==> config.mk <==
export PLATFORM = sky130hd
export DESIGN_NAME = ex_muldiv_unit_flat
export DESIGN_NICKNAME = d
export VERILOG_FILES = /design/src/rtl/ex_muldiv_unit_if.sv /design/src/rtl/ex_muldiv_unit.sv /design/src/flat_wrapper.sv
export SDC_FILE = /design/constraint.sdc
export NUM_CORES = 2
export LEC_CHECK = 0
export CORE_AREA = 2 2 342 344
export DETAILED_ROUTE_END_ITERATION = 12
export DIE_AREA = 0 0 344 346
export PLACE_DENSITY = 0.59
export SYNTH_ARGS = -nofsm -noshare
export SYNTH_HDL_FRONTEND = slang
export SYNTH_SLANG_ARGS = --single-unit
==> constraint.sdc <==
create_clock -name clk -period 11.5 [get_ports clk]
set_input_delay 1.725 -clock clk [delete_from_list [all_inputs] [get_ports clk]]
set_output_delay 1.725 -clock clk [all_outputs]
set_load 0.005 [all_outputs]
==> src/rtl/ex_muldiv_unit_if.sv <==
// EX-stage handshake between the pipeline control and the RV32M mul/div unit.
interface ex_muldiv_unit_if;
  logic        pipeline_flush;
  logic        md_req;
  logic [2:0]  md_func3;
  logic [31:0] md_op1;
  logic [31:0] md_op2;
  logic        md_stall;
  logic        md_done;
  logic [31:0] md_result;

  modport master (
    output pipeline_flush, md_req, md_func3, md_op1, md_op2,
    input  md_stall, md_done, md_result
  );

  modport slave (
    input  pipeline_flush, md_req, md_func3, md_op1, md_op2,
    output md_stall, md_done, md_result
  );
endinterface

==> src/rtl/ex_muldiv_unit.sv <==
// Multi-cycle RV32M multiply/divide unit: single-cycle 33x33 multiply,
// radix-2 restoring divide (32 iterations), divide corner cases resolved
// at issue. Stalls the front end until the result is presented.
module ex_muldiv_unit (
  input  logic              clk,
  input  logic              rst,
  ex_muldiv_unit_if.slave   md
);

  typedef enum logic [1:0] {S_IDLE, S_MUL, S_DIV, S_DONE} state_t;

  state_t      state, next_state;
  logic [31:0] op1_q, op2_q;
  logic [1:0]  func3_q;   // bit 2 is implied by the MUL/DIV state
  logic [31:0] rem_q, quo_q;
  logic [4:0]  count_q;
  logic [31:0] result_q;
  logic        done_q;

  // Issue-time decode of divide corner cases, taken from the live inputs.
  logic        in_signed, div_zero, div_ovf, special;
  logic [31:0] special_result;

  always_comb begin
    in_signed      = ~md.md_func3[0];
    div_zero       = (md.md_op2 == '0);
    div_ovf        = in_signed && (md.md_op1 == 32'h8000_0000) && (md.md_op2 == '1);
    special        = md.md_func3[2] & (div_zero | div_ovf);
    special_result = '0;
    if (div_zero)
      special_result = md.md_func3[1] ? md.md_op1 : 32'hFFFF_FFFF;
    else if (div_ovf)
      special_result = md.md_func3[1] ? 32'h0 : 32'h8000_0000;
  end

  // Multiply: operands extended to 33 bits so all four variants share one signed multiplier.
  logic               sx1, sx2;
  logic signed [32:0] mul_a, mul_b;
  logic signed [63:0] product;
  logic [31:0]        mul_result;

  always_comb begin
    sx1        = (func3_q == 2'b01) || (func3_q == 2'b10);
    sx2        = (func3_q == 2'b01);
    mul_a      = {sx1 & op1_q[31], op1_q};
    mul_b      = {sx2 & op2_q[31], op2_q};
    // Only the low 64 bits of the 66-bit product are ever selected.
    product    = 64'(mul_a) * 64'(mul_b);
    mul_result = (func3_q == 2'b00) ? product[31:0] : product[63:32];
  end

  // One restoring-divide step on magnitudes plus the final sign fix-up.
  logic        div_signed, op1_neg, op2_neg;
  logic [31:0] dividend, divisor;
  logic [32:0] trial, diff;
  logic        ge;
  logic [31:0] rem_next, quo_next, q_fix, r_fix, div_result;

  always_comb begin
    div_signed = ~func3_q[0];
    op1_neg    = div_signed & op1_q[31];
    op2_neg    = div_signed & op2_q[31];
    dividend   = op1_neg ? -op1_q : op1_q;
    divisor    = op2_neg ? -op2_q : op2_q;
    // 33-bit trial keeps the compare exact when an unsigned divisor has bit 31 set.
    trial      = {rem_q, dividend[count_q]};
    diff       = trial - {1'b0, divisor};
    ge         = (trial >= {1'b0, divisor});
    rem_next   = ge ? diff[31:0] : trial[31:0];
    quo_next   = quo_q;
    quo_next[count_q] = ge;
    q_fix      = (op1_neg ^ op2_neg) ? -quo_next : quo_next;
    r_fix      = op1_neg ? -rem_next : rem_next;
    div_result = func3_q[1] ? r_fix : q_fix;
  end

  // State register.
  always_ff @(posedge clk or posedge rst) begin
    if (rst) state <= S_IDLE;
    else     state <= next_state;
  end

  // Next-state and stall; flush overrides everything.
  always_comb begin
    next_state = state;
    case (state)
      S_IDLE: if (md.md_req) begin
        if (special)              next_state = S_DONE;
        else if (md.md_func3[2])  next_state = S_DIV;
        else                      next_state = S_MUL;
      end
      S_MUL:  next_state = md.md_req ? S_DONE : S_IDLE;
      S_DIV:  if (!md.md_req)           next_state = S_IDLE;
              else if (count_q == 5'd0) next_state = S_DONE;
      S_DONE: next_state = S_IDLE;
      default: next_state = S_IDLE;
    endcase
    if (md.pipeline_flush) next_state = S_IDLE;
    // Held low during reset so the stall releases together with the async state reset.
    md.md_stall = md.md_req & (state != S_DONE) & ~md.pipeline_flush & ~rst;
  end

  // Operand latch, iteration registers and registered result/done.
  always_ff @(posedge clk or posedge rst) begin
    if (rst) begin
      op1_q    <= '0;
      op2_q    <= '0;
      func3_q  <= '0;
      rem_q    <= '0;
      quo_q    <= '0;
      count_q  <= '0;
      result_q <= '0;
      done_q   <= 1'b0;
    end else begin
      done_q <= (next_state == S_DONE);
      case (state)
        S_IDLE: if (next_state != S_IDLE) begin
          op1_q   <= md.md_op1;
          op2_q   <= md.md_op2;
          func3_q <= md.md_func3[1:0];
          rem_q   <= '0;
          quo_q   <= '0;
          count_q <= 5'd31;
          if (next_state == S_DONE) result_q <= special_result;
        end
        S_MUL: if (next_state == S_DONE) result_q <= mul_result;
        S_DIV: begin
          rem_q   <= rem_next;
          quo_q   <= quo_next;
          count_q <= count_q - 5'd1;
          if (next_state == S_DONE) result_q <= div_result;
        end
        default: ;
      endcase
    end
  end

  assign md.md_done   = done_q;
  assign md.md_result = result_q;

endmodule

==> src/flat_wrapper.sv <==
// flat-port wrapper written by rule: the top's interface ports become plain ports
module ex_muldiv_unit_flat 
  (clk, rst, md_pipeline_flush, md_md_req, md_md_func3, md_md_op1, md_md_op2, md_md_stall, md_md_done, md_md_result);
  ex_muldiv_unit_if md_i ();
  input  logic clk;
  input  logic rst;
  input wire logic [$bits(md_i.pipeline_flush)-1:0] md_pipeline_flush;
  input wire logic [$bits(md_i.md_req)-1:0] md_md_req;
  input wire logic [$bits(md_i.md_func3)-1:0] md_md_func3;
  input wire logic [$bits(md_i.md_op1)-1:0] md_md_op1;
  input wire logic [$bits(md_i.md_op2)-1:0] md_md_op2;
  output wire logic [$bits(md_i.md_stall)-1:0] md_md_stall;
  output wire logic [$bits(md_i.md_done)-1:0] md_md_done;
  output wire logic [$bits(md_i.md_result)-1:0] md_md_result;
  assign md_i.pipeline_flush = md_pipeline_flush;
  assign md_i.md_req = md_md_req;
  assign md_i.md_func3 = md_md_func3;
  assign md_i.md_op1 = md_md_op1;
  assign md_i.md_op2 = md_md_op2;
  assign md_md_stall = md_i.md_stall;
  assign md_md_done = md_i.md_done;
  assign md_md_result = md_i.md_result;
  ex_muldiv_unit u_core (.clk(clk), .rst(rst), .md(md_i));
endmodule
==> flow_metrics.py <==
metrics = {
    "global_route": {
        "grt.overflow.total": 0,
        "grt_pass1_wl_um": 273000,
        "grt_pass1_vias": 44014,
        "grt_max_degree": 76,
        "antenna_found_initial": 5,
        "track_usage_pct": 30.5,
    },
    "floorplan": {
        "core_area_sq_um": 115000,
        "die_x_um": 344,
        "num_rows": 125,
        "die-area_sq_um": 119000,
        "ioPinCount": 105,
        "start_util_pct": 45.7,
        "die_y_um": 346,
    },
    "place": {
        "io_buffers": 104,
        "placed_cells": 7474,
        "dp_hpwl_um": 145000,
        "gp_congestion": 1.00,
    },
    "yosys": {
        "mappedNetlistArea_sq_um": 52800,
        "syn_nets": 7566,
        "synth_edf_count": 0,
        "syn_avg_cell_area_sq_um": 8.64,
        "ys.flop_type": "dfrtp_1",
        "synthArstFlopShare_pct": 100,
        "synth.yosys.seq_area_share_pct": 8.06,
        "ys_ff_latch": 170,
        "yosysUniqueCellTypes": 113,
        "synth_cells": 6110,
        "ys_warn_count": 0,
    },
    "cts": {
        "clockBufferDepth": 2,
        "root_buffer": "clkbuf_16",
        "cts_made_buffers": 17,
        "postCtsHoldBufs": 0,
        "cts_resized": 0,
        "path_clk_slew_ns": 0.08,
        "cts.sinks": 170,
        "post_cts_buffers": 0,
        "cts_tree": "yes",
        "clk_latency_ns": 0.48,
        "htreeDepth": 4,
    },
    "min_path": {
        "hp-class": "reg2reg",
    },
    "critical_path": {
        "crit_fanout": 18,
        "required_ns": 11.90,
        "slowest_delay_ns": 0.92,
        "cp-end-kind": "flip-flop",
        "cp_slowest_cell": "fa_1",
        "arrival_ns": 11.03,
        "crit_type": "reg2reg",
        "start_kind": "flip-flop",
    },
    "timing": {
        "setup_tns_ns": 0,
        "hold_violations": 0,
        "drv_slew": 0,
        "fin_crit_ns": 10.63,
        "min_period_over_period_pct": 92.4,
        "setup_violations": 0,
        "fin_skew_ns": 0.0141,
        "relSlewSlack_pct": 11.3,
        "tightest_slew_ns": 1.33,
        "clock.fmax_ghz": 0.0941,
        "rsz0062_at_grt": "false",
    },
    "drt": {
        "routed_wl_um": 177000,
        "ant_nets": 0,
        "route.vias.total": 42506,
        "drt_first_iter_violations": 3759,
        "wl_per_cell_um": 23.6,
        "drc": 0,
        "first_pass_iters": 6,
        "vias_per_cell": 5.66,
    },
    "status": {
        "status": "completed",
    },
    "cells_and_area": {
        "fill_cells": 11195,
        "drive_above_1_share_pct": 5.18,
        "post-route-util_pct": 48.3,
        "fin_cells": 7508,
        "layout.nets": 7425,
        "final_common_cell": "inv_1",
        "layout_common_cells": "1,234 x inv_1, 1,126 x fa_1, 1,035 x nand2_1",
        "area_delta_synth_final_pct": 5.55,
        "multi_input_area_sq_um": 42400,
        "ff_latch_area_sq_um": 4270,
    },
    "run": {
        "max_cap_violations": 0,
    },
}
-- critical path, delay by kind of cell, from the launching register on --
family	cells	cell delay, ns
DFF	1	0.51
xor gates and xnor gates	1	0.15
buffers and inverters	8	1.22
and+or+nand+nor	3	0.85
AOI/OAI and AO/OA	9	2.23
adders and majority gates	10	5.56
-- registers in the layout, summed over array words and instances, names as in the netlist --
signal / cells
u_core.quo_q: 32
u_core.rem_q: 32
u_core.md.md_result: 32
u_core.md.md_done: 1
u_core.state: 2
u_core.count_q: 5
u_core.op2_q: 32
u_core.func3_q: 2
u_core.op1_q: 32
-- cell families (layout without fill, tap and decap cells) --
group	after synthesis	count (layout)	share of synthesized area, %
AO/OA/AOI/OAI	790	790	9.52
XOR/XNOR	189	189	3.14
adder cells (fa/ha/maj)	1385	1385	48.8
buffers and inverters	1618	1490	11.7
flip-flops	170	170	8.06
multiplexers	121	121	2.49
other	0	2	0
AND/OR/NAND/NOR	1837	1837	16.3
-- per-stage QoR --
stage               hold WS (ns)  area, sq um  setup WS [ns]
global placement           0.459        55200           1.01
finish                     0.482        55700          0.873
global route               0.503        55700          0.227
floorplan                  0.444        52800           2.09
CTS                        0.488        55700          0.704
detailed placement         0.469        55200          0.766
-- final timing paths --
| check | end | depth (start not counted) | start | slack, ns |
|---|---|---|---|---|
| worst max-delay path | u_core.md.md_result[30] | 31 | u_core.func3_q[0] | 0.87 |
| worst min-delay path | u_core.quo_q[11] | 2 | u_core.quo_q[11] | 0.48 |
| worst max register to register | u_core.md.md_result[30] | 31 | u_core.func3_q[0] | 0.87 |
| worst min register to register | u_core.quo_q[11] | 2 | u_core.quo_q[11] | 0.48 |
| max in group asynchronous | u_core.rem_q[6] | 3 | rst | 8.38 |
| min in group asynchronous | u_core.quo_q[17] | 2 | rst | 1.78 |
-- cell usage after synthesis, types with 8 or more instances --
library cell,instances,area (sq um)
nor4_1,35,219
nand2b_1,37,231
nor2_1,176,661
o21ai_0,226,1130
a41oi_1,10,87.6
a211oi_1,18,135
a22oi_1,10,75.1
or2_2,15,93.8
a21o_1,35,263
nand2_1,1036,3890
ha_1,259,3240
mux2i_1,46,460
xor2_1,81,709
nor2b_1,17,106
a21boi_0,10,75.1
a21oi_1,224,1120
a211o_1,9,78.8
clkbuf_1,273,1020
a31oi_1,33,206
dfrtp_1,170,4250
or3_1,12,75.1
and3_1,30,188
and2_1,282,1760
nand3_1,44,220
inv_1,1235,4640
mux2_2,72,811
nor3b_1,10,75.1
o21a_1,16,120
o211ai_1,22,165
o21bai_1,9,67.6
nor3_1,54,270
xnor2_1,108,946
fa_1,1126,22500
buf_1,68,255
o21ai_1,14,70.1
a311oi_1,12,105
a221oi_1,18,158
o31ai_1,28,210
nand4_1,32,200
buf_2,31,155
o22ai_1,11,68.8
o221ai_1,8,70.1
-- cell type report --
class,count,area share [%]
Antenna cell,2,0.00898
Clock buffer,17,0.763
Clock inverter,15,0.236
Inverter,1237,8.34
Multi-Input combinational cell,4322,76.1
Sequential cell,170,7.66
Tap cell,1524,3.42
Timing Repair Buffer,221,3.47
-- metal layers --
layer | global-route usage [%] | vias up | wire length [um] | part of all wire (%)
li1 | - | 18434 | - | -
met1 | 41.7 | 22122 | 72800 | 41
met2 | 48.0 | 1670 | 81200 | 46
met3 | 6.44 | 276 | 15500 | 8.7
met4 | 10.4 | 4 | 7480 | 4.2
met5 | 0 | - | 52 | 0.029
Power is not shown: default switching activity piles up to over one toggle a cycle in this logic, so the estimate is an artifact.
